===== config.mk =====
export PLATFORM = sky130hd
export DESIGN_NAME = regfile_wport_arbiter
export DESIGN_NICKNAME = d
export VERILOG_FILES = /design/src/rtl/regfile_wport_arbiter_pkg.sv /design/src/rtl/wport_pending_fifo.sv /design/src/rtl/regfile_wport_arbiter.sv
export SDC_FILE = /design/constraint.sdc
export NUM_CORES = 1
export LEC_CHECK = 0
export ABC_AREA = 1
export BUFFER_PORTS_ARGS = -buffer_cell sky130_fd_sc_hd__buf_2
export CAP_MARGIN = 5
export CORE_ASPECT_RATIO = 2
export CORE_UTILIZATION = 56
export CTS_CLUSTER_DIAMETER = 50
export CTS_CLUSTER_SIZE = 14
export DETAILED_ROUTE_END_ITERATION = 6
export GPL_TIMING_DRIVEN = 0
export HOLD_SLACK_MARGIN = 0.03
export PLACE_DENSITY = 0.82
export SYNTH_ARGS = -nofsm -noshare
export SYNTH_HDL_FRONTEND = slang
export SYNTH_SLANG_ARGS = --single-unit
export TNS_END_PERCENT = 50

===== constraint.sdc =====
create_clock -name i_clk -period 3.28 [get_ports i_clk]
set_clock_uncertainty 0.15 [all_clocks]
set_input_delay 0.492 -clock i_clk [delete_from_list [all_inputs] [get_ports i_clk]]
set_output_delay 0.492 -clock i_clk [all_outputs]
set_load 0.1 [all_outputs]

===== src/rtl/regfile_wport_arbiter_pkg.sv =====
// Shared widths, the hard-wired zero register and the write-port grant encoding
// for the register-file write-port arbiter.
package regfile_wport_arbiter_pkg;

  localparam int unsigned DATA_W = 32;
  localparam int unsigned ADDR_W = 5;

  localparam logic [ADDR_W-1:0] REG_ZERO = '0;

  typedef enum logic [1:0] {
    GntNone,
    GntWb,
    GntDrain,
    GntBypass
  } wport_gnt_e;

endpackage


===== src/rtl/wport_pending_fifo.sv =====
// Circular buffer of pending long-latency writes with per-entry live bits,
// broadcast kill-by-address and two address-match (CAM) query outputs.
module wport_pending_fifo
  import regfile_wport_arbiter_pkg::*;
#(
  parameter int unsigned DEPTH = 2
) (
  input  logic              i_clk,
  input  logic              i_rst,
  input  logic              i_push,
  input  logic [ADDR_W-1:0] i_push_wa,
  input  logic [DATA_W-1:0] i_push_wd,
  input  logic              i_push_live,
  input  logic              i_pop,
  input  logic              i_kill,
  input  logic [ADDR_W-1:0] i_kill_wa,
  input  logic [ADDR_W-1:0] i_q_rs,
  input  logic [ADDR_W-1:0] i_q_rt,
  output logic              o_empty,
  output logic              o_full,
  output logic              o_head_live,
  output logic [ADDR_W-1:0] o_head_wa,
  output logic [DATA_W-1:0] o_head_wd,
  output logic              o_match_rs,
  output logic              o_match_rt
);

  localparam int unsigned PTR_W = (DEPTH > 1) ? $clog2(DEPTH) : 1;
  localparam int unsigned CNT_W = $clog2(DEPTH) + 1;

  logic [ADDR_W-1:0] r_wa [DEPTH];
  logic [DATA_W-1:0] r_wd [DEPTH];
  logic [DEPTH-1:0]  r_live;
  logic [PTR_W-1:0]  r_rd_ptr;
  logic [PTR_W-1:0]  r_wr_ptr;
  logic [CNT_W-1:0]  r_count;
  logic [DEPTH-1:0]  w_live_d;

  // Popped slots drop their live bit so live always implies occupied.
  always_comb begin
    w_live_d = r_live;
    for (int i = 0; i < DEPTH; i++) begin
      if (i_kill && (r_wa[i] == i_kill_wa)) w_live_d[i] = 1'b0;
    end
    if (i_pop)  w_live_d[r_rd_ptr] = 1'b0;
    if (i_push) w_live_d[r_wr_ptr] = i_push_live;
  end

  always_ff @(posedge i_clk) begin
    if (i_rst) begin
      r_live   <= '0;
      r_rd_ptr <= '0;
      r_wr_ptr <= '0;
      r_count  <= '0;
    end else begin
      r_live <= w_live_d;
      if (i_push) r_wr_ptr <= r_wr_ptr + 1'b1;
      if (i_pop)  r_rd_ptr <= r_rd_ptr + 1'b1;
      r_count <= r_count + CNT_W'(i_push) - CNT_W'(i_pop);
    end
  end

  always_ff @(posedge i_clk) begin
    if (i_push) begin
      r_wa[r_wr_ptr] <= i_push_wa;
      r_wd[r_wr_ptr] <= i_push_wd;
    end
  end

  always_comb begin
    o_match_rs = 1'b0;
    o_match_rt = 1'b0;
    for (int i = 0; i < DEPTH; i++) begin
      if (r_live[i] && (r_wa[i] == i_q_rs) && (i_q_rs != REG_ZERO)) o_match_rs = 1'b1;
      if (r_live[i] && (r_wa[i] == i_q_rt) && (i_q_rt != REG_ZERO)) o_match_rt = 1'b1;
    end
  end

  assign o_empty     = (r_count == '0);
  assign o_full      = (r_count == CNT_W'(DEPTH));
  assign o_head_live = r_live[r_rd_ptr];
  assign o_head_wa   = r_wa[r_rd_ptr];
  assign o_head_wd   = r_wd[r_rd_ptr];

endmodule


===== src/rtl/regfile_wport_arbiter.sv =====
// Shares the register-file write port between writeback (always first) and a
// queue of long-latency results drained into idle cycles, with starvation stall.
module regfile_wport_arbiter
  import regfile_wport_arbiter_pkg::*;
#(
  parameter int unsigned DEPTH      = 2,
  parameter int unsigned STARVE_MAX = 4
) (
  input  logic        i_clk,
  input  logic        i_rst,
  input  logic        i_wb_we,
  input  logic [4:0]  i_wb_wa,
  input  logic [31:0] i_wb_wd,
  input  logic        i_ll_valid,
  input  logic [4:0]  i_ll_wa,
  input  logic [31:0] i_ll_wd,
  output logic        o_ll_ready,
  input  logic [4:0]  i_q_rs,
  input  logic [4:0]  i_q_rt,
  output logic        o_pend_rs,
  output logic        o_pend_rt,
  output logic        o_stall_req,
  output logic        o_we,
  output logic [4:0]  o_wa,
  output logic [31:0] o_wd
);

  localparam int unsigned STV_W = $clog2(STARVE_MAX + 1);

  wport_gnt_e        w_gnt;
  logic              w_wb_req;
  logic              w_ll_req;
  logic              w_empty;
  logic              w_full;
  logic              w_head_live;
  logic [ADDR_W-1:0] w_head_wa;
  logic [DATA_W-1:0] w_head_wd;
  logic              w_push;
  logic              w_push_live;
  logic [STV_W-1:0]  r_starve_cnt;
  logic [STV_W-1:0]  w_starve_cnt_d;
  logic              r_stall_req;
  logic              w_stall_req_d;

  // Register zero is never a write target on either path.
  assign w_wb_req = i_wb_we && (i_wb_wa != REG_ZERO);
  assign w_ll_req = i_ll_valid && (i_ll_wa != REG_ZERO);

  always_comb begin
    w_gnt = GntNone;
    if (!i_rst) begin
      if (w_wb_req)      w_gnt = GntWb;
      else if (!w_empty) w_gnt = GntDrain;
      else if (w_ll_req) w_gnt = GntBypass;
    end
  end

  always_comb begin
    o_we = 1'b0;
    o_wa = REG_ZERO;
    o_wd = '0;
    unique case (w_gnt)
      GntWb: begin
        o_we = 1'b1;
        o_wa = i_wb_wa;
        o_wd = i_wb_wd;
      end
      GntDrain: begin
        if (w_head_live) begin
          o_we = 1'b1;
          o_wa = w_head_wa;
          o_wd = w_head_wd;
        end
      end
      GntBypass: begin
        o_we = 1'b1;
        o_wa = i_ll_wa;
        o_wd = i_ll_wd;
      end
      GntNone: ;
    endcase
  end

  // A same-cycle WB to the same register is younger, so the entry is born dead.
  assign o_ll_ready  = !i_rst && !w_full;
  assign w_push      = o_ll_ready && w_ll_req && (w_gnt != GntBypass);
  assign w_push_live = !((w_gnt == GntWb) && (i_ll_wa == i_wb_wa));

  always_comb begin
    w_starve_cnt_d = '0;
    w_stall_req_d  = 1'b0;
    if (!w_empty && (w_gnt == GntWb)) begin
      if (r_starve_cnt == STV_W'(STARVE_MAX - 1)) w_stall_req_d = 1'b1;
      else                                        w_starve_cnt_d = r_starve_cnt + 1'b1;
    end
  end

  always_ff @(posedge i_clk) begin
    if (i_rst) begin
      r_starve_cnt <= '0;
      r_stall_req  <= 1'b0;
    end else begin
      r_starve_cnt <= w_starve_cnt_d;
      r_stall_req  <= w_stall_req_d;
    end
  end

  assign o_stall_req = r_stall_req;

  wport_pending_fifo #(
    .DEPTH(DEPTH)
  ) u_pending_fifo (
    .i_clk      (i_clk),
    .i_rst      (i_rst),
    .i_push     (w_push),
    .i_push_wa  (i_ll_wa),
    .i_push_wd  (i_ll_wd),
    .i_push_live(w_push_live),
    .i_pop      (w_gnt == GntDrain),
    .i_kill     (w_gnt == GntWb),
    .i_kill_wa  (i_wb_wa),
    .i_q_rs     (i_q_rs),
    .i_q_rt     (i_q_rt),
    .o_empty    (w_empty),
    .o_full     (w_full),
    .o_head_live(w_head_live),
    .o_head_wa  (w_head_wa),
    .o_head_wd  (w_head_wd),
    .o_match_rs (o_pend_rs),
    .o_match_rt (o_pend_rt)
  );

endmodule


==> results.md <==
- Initial Util: 58.28%
- Setup TNS: 0 ns
- HP Start: i_ll_wd[3]
- Number of buffers inserted during clock tree synthesis: 9
- Cell depth of the worst hold path: 1
- Rows: 45
- Highest clock rate: between 300 and 400 MHz
- ANT nets after route: 0
- Net Sw Frac: 31.76%
- Commonest non-fill, non-tap cell in the layout: buf_2
- Max-Cap Viols: 0
- WL/cell: 15.44 um
- Vias after detailed routing: 3841
- Combinational share of power: roughly 24%
- Number of iterations in the first detailed-routing pass: 5
- Synth Flop Type: edfxtp_1
- Unique masters post-synth: 28
- Mean Syn Cell Area: 9.702 sq um
- Post-Syn Instances: 460
- Post-Layout Cell Count: 699
- Yosys Warn Count: 0
- RR Startpoint: u_pending_fifo.r_count[1]
- Clk_lat worst skew: 0.34 ns
- Overall Power: 2.970 mW
- Total core area: 0.007657 sq mm
- Flops & latches, synth: 85
- H-tree Lvls: 3
- Layout cells sized above 1: 32.73%
- Max-slew headroom: 41.43%
- GR Util met2: 50.18%
- Worst-path clk slew: about 0.060 ns
- Clock Sinks: 85
- FFs w/ async S/R, synth: 0%
- Pre-CTS worst setup slack: 0.4507 ns
- Worst EP arrival: 2.21 ns
- Design Area, Final: 0.005523 sq mm
- Clock group share of total power: 33.5%
- Placed Area: 0.005226 sq mm
- Global-route wire length before repair: 17.11 mm
- Hold EP: u_pending_fifo.r_wd[1][3]
- Post-CTS Setup Bufs: 0
- # resized after CTS: 0
- Status: completed
- Drt initial violations: ~210
- Startpoint Class: input port
- Psw: 0.9434 mW
- Gr busiest metal: met2
- CP required: around 2.6 ns
- Period utilisation layout: between 80 and 90%
- Hold Violations, Final: 0
- Setup violations, final: 0
- Internal power: 2.027 mW
- P per Cell Area: roughly 540 mW/mm^2
- Top post-synthesis cells by area: edfxtp_1, nand2_1, nand3_1
- Vias in the first global route: 3802
- Clock Path Buffers: 2
- CTS tree: built
- Most frequent cells in the layout: buf_2, nand2_1, nand3_1, edfxtp_1, inv_1
- Slew Viols, Final: 0
- GRT Residual Overflow: 0
- DIE HEIGHT: around 130 um
- R2R setup slack: between 1 and 1.5 ns
- Syn Std Cell Area: 0.004463 sq mm
- Overall routing resource usage: a little over a quarter
- Area Growth Syn to Fin: 23.75%
- Post-route DRC: 0
- RePlAce Congestion: slightly above 0.9
- P_leak: approximately 2.4 nW
- Hold_buf cts: 0
- Hold Crit Class: in -> reg
- DRT Wirelength: 10.79 mm
- Fillcell total: 607
- Antenna violations before repair: 0
- GR Util met3: 5.249%
- Crit path time final: 2.854 ns
- DP HPWL: 7.811 mm
- Reg power frac: 42.4%
- Port Buffer Count: ~130
- M1 GR Usage: 28.11%
- Syn_nets: around 550
- Die Area: 0.008352 sq mm
- DP Cell Count: 683
- CP max FO: 10
- RSZ-0062 raised after global routing: no
- Setup ws final: around 0.43 ns
- Register area share after synthesis: 54.72%
- I/O pin cnt: 130
- Post-synth EDFFs: 74
- Worst-Margin Slew: 0.8773 ns
- Vias per cell: 5.495
- Yosys top cell area share: 49.79%
- Cell taking the most area after synthesis: edfxtp_1
- R2R depth: 7
- Endpoint class of the critical path: output port
- Diode count: 0
- Die Wd: between 60 and 70 um
- Largest net degree at the start of global routing: 39
- FF-to-FF End: u_pending_fifo.r_wd[0][12]
- Crit path kind: in -> out
- Peak supply drop: a little under 0.4 mV
- Nets: 692
- CTS root buf: clkbuf_16
-- cell type report --
type / count / area [sq um] / area share (%)
Clock inverter: 4 / 50.05 / 0.9062
Sequential cell: 85 / 2442 / 44.22
Multi-Input combinational cell: 316 / 1755 / 31.79
Buffer: 21 / 122.6 / 2.220
Timing Repair Buffer: 129 / 645.6 / 11.69
Tap cell: 94 / 117.6 / 2.130
Inverter: 38 / 142.6 / 2.583
Clock buffer: 12 / 246.5 / 4.463
-- worst max-delay path: stages --
cell and delay [ns]:
buf_2 0.14, inv_1 0.17, nand3_1 0.11, nor2_1 0.20, buf_4 0.22, buf_2 0.24
nand3_1 0.10, nand3_1 0.10, buf_2 0.43
-- cell families after synthesis --
family	synth area share, %
buf+inv	5.943
mux	8.074
simple gates	21.64
compound gates	5.747
fa+ha+maj	1.121
xor+xnor	2.747
flops	54.72
-- sequential cells by signal, indices dropped and copies added, names as in the netlist, named ones only --
name	count
u_pending_fifo.r_wd	64
u_pending_fifo.r_wa	10
r_starve_cnt	3
u_pending_fifo.r_count	2
u_pending_fifo.r_live	2
o_stall_req	1
u_pending_fifo.r_rd_ptr	1
u_pending_fifo.r_wr_ptr	1
-- Yosys cell counts, drive strengths merged, types with 5 or more instances --
cell	instances
a21oi	15
a221oi	5
buf	17
dfxtp	11
edfxtp	74
inv	38
mux2	32
nand2	120
nand3	80
nor2	18
o21ai	11
xnor2	11
-- power groups by stage --
stage               registers [mW]  clock network [mW]  logic, mW
floorplan                     1.27                   0      0.547
global placement              1.28                   0      0.705
detailed placement            1.28                   0      0.716
CTS                           1.26                1.01      0.719
global route                  1.26                1.04      0.764
finish                        1.26               0.994      0.718
-- metrics by stage --
| stage | hold WS (ns) | utilization (%) |
|---|---|---|
| 6_report | 0.2023 | 72.12 |
| 5_1_grt | 0.1943 | 72.12 |
| 4_1_cts | 0.1900 | 72.12 |
| 3_5_place_dp | 0.2769 | 68.25 |
| 3_3_place_gp | 0.2584 | 68.25 |
| 2_1_floorplan | 0.2492 | - |
-- worst max-delay path by stage --
stage                          start                          to  slack (ns)  depth (start not counted)
after floorplan            i_q_rs[2]                   o_pend_rs       -0.39                          6
after global placement    i_wb_wa[4]  u_pending_fifo.r_wd[0][16]        0.15                          8
after detailed placement       i_rst                     o_wd[0]        0.45                          9
after CTS                      i_rst                     o_wd[0]        0.44                          9
after global routing           i_rst                    o_wd[19]        0.31                          9
final                          i_rst                     o_wd[0]        0.43                          9
-- metal layers --
metal  vias up  routed length, um
met5         -                  0
met4         0                415
met3        34                610
met2       153               5957
met1      1778               3811
li1       1876                  -
Power figures use the tool's default switching activity.
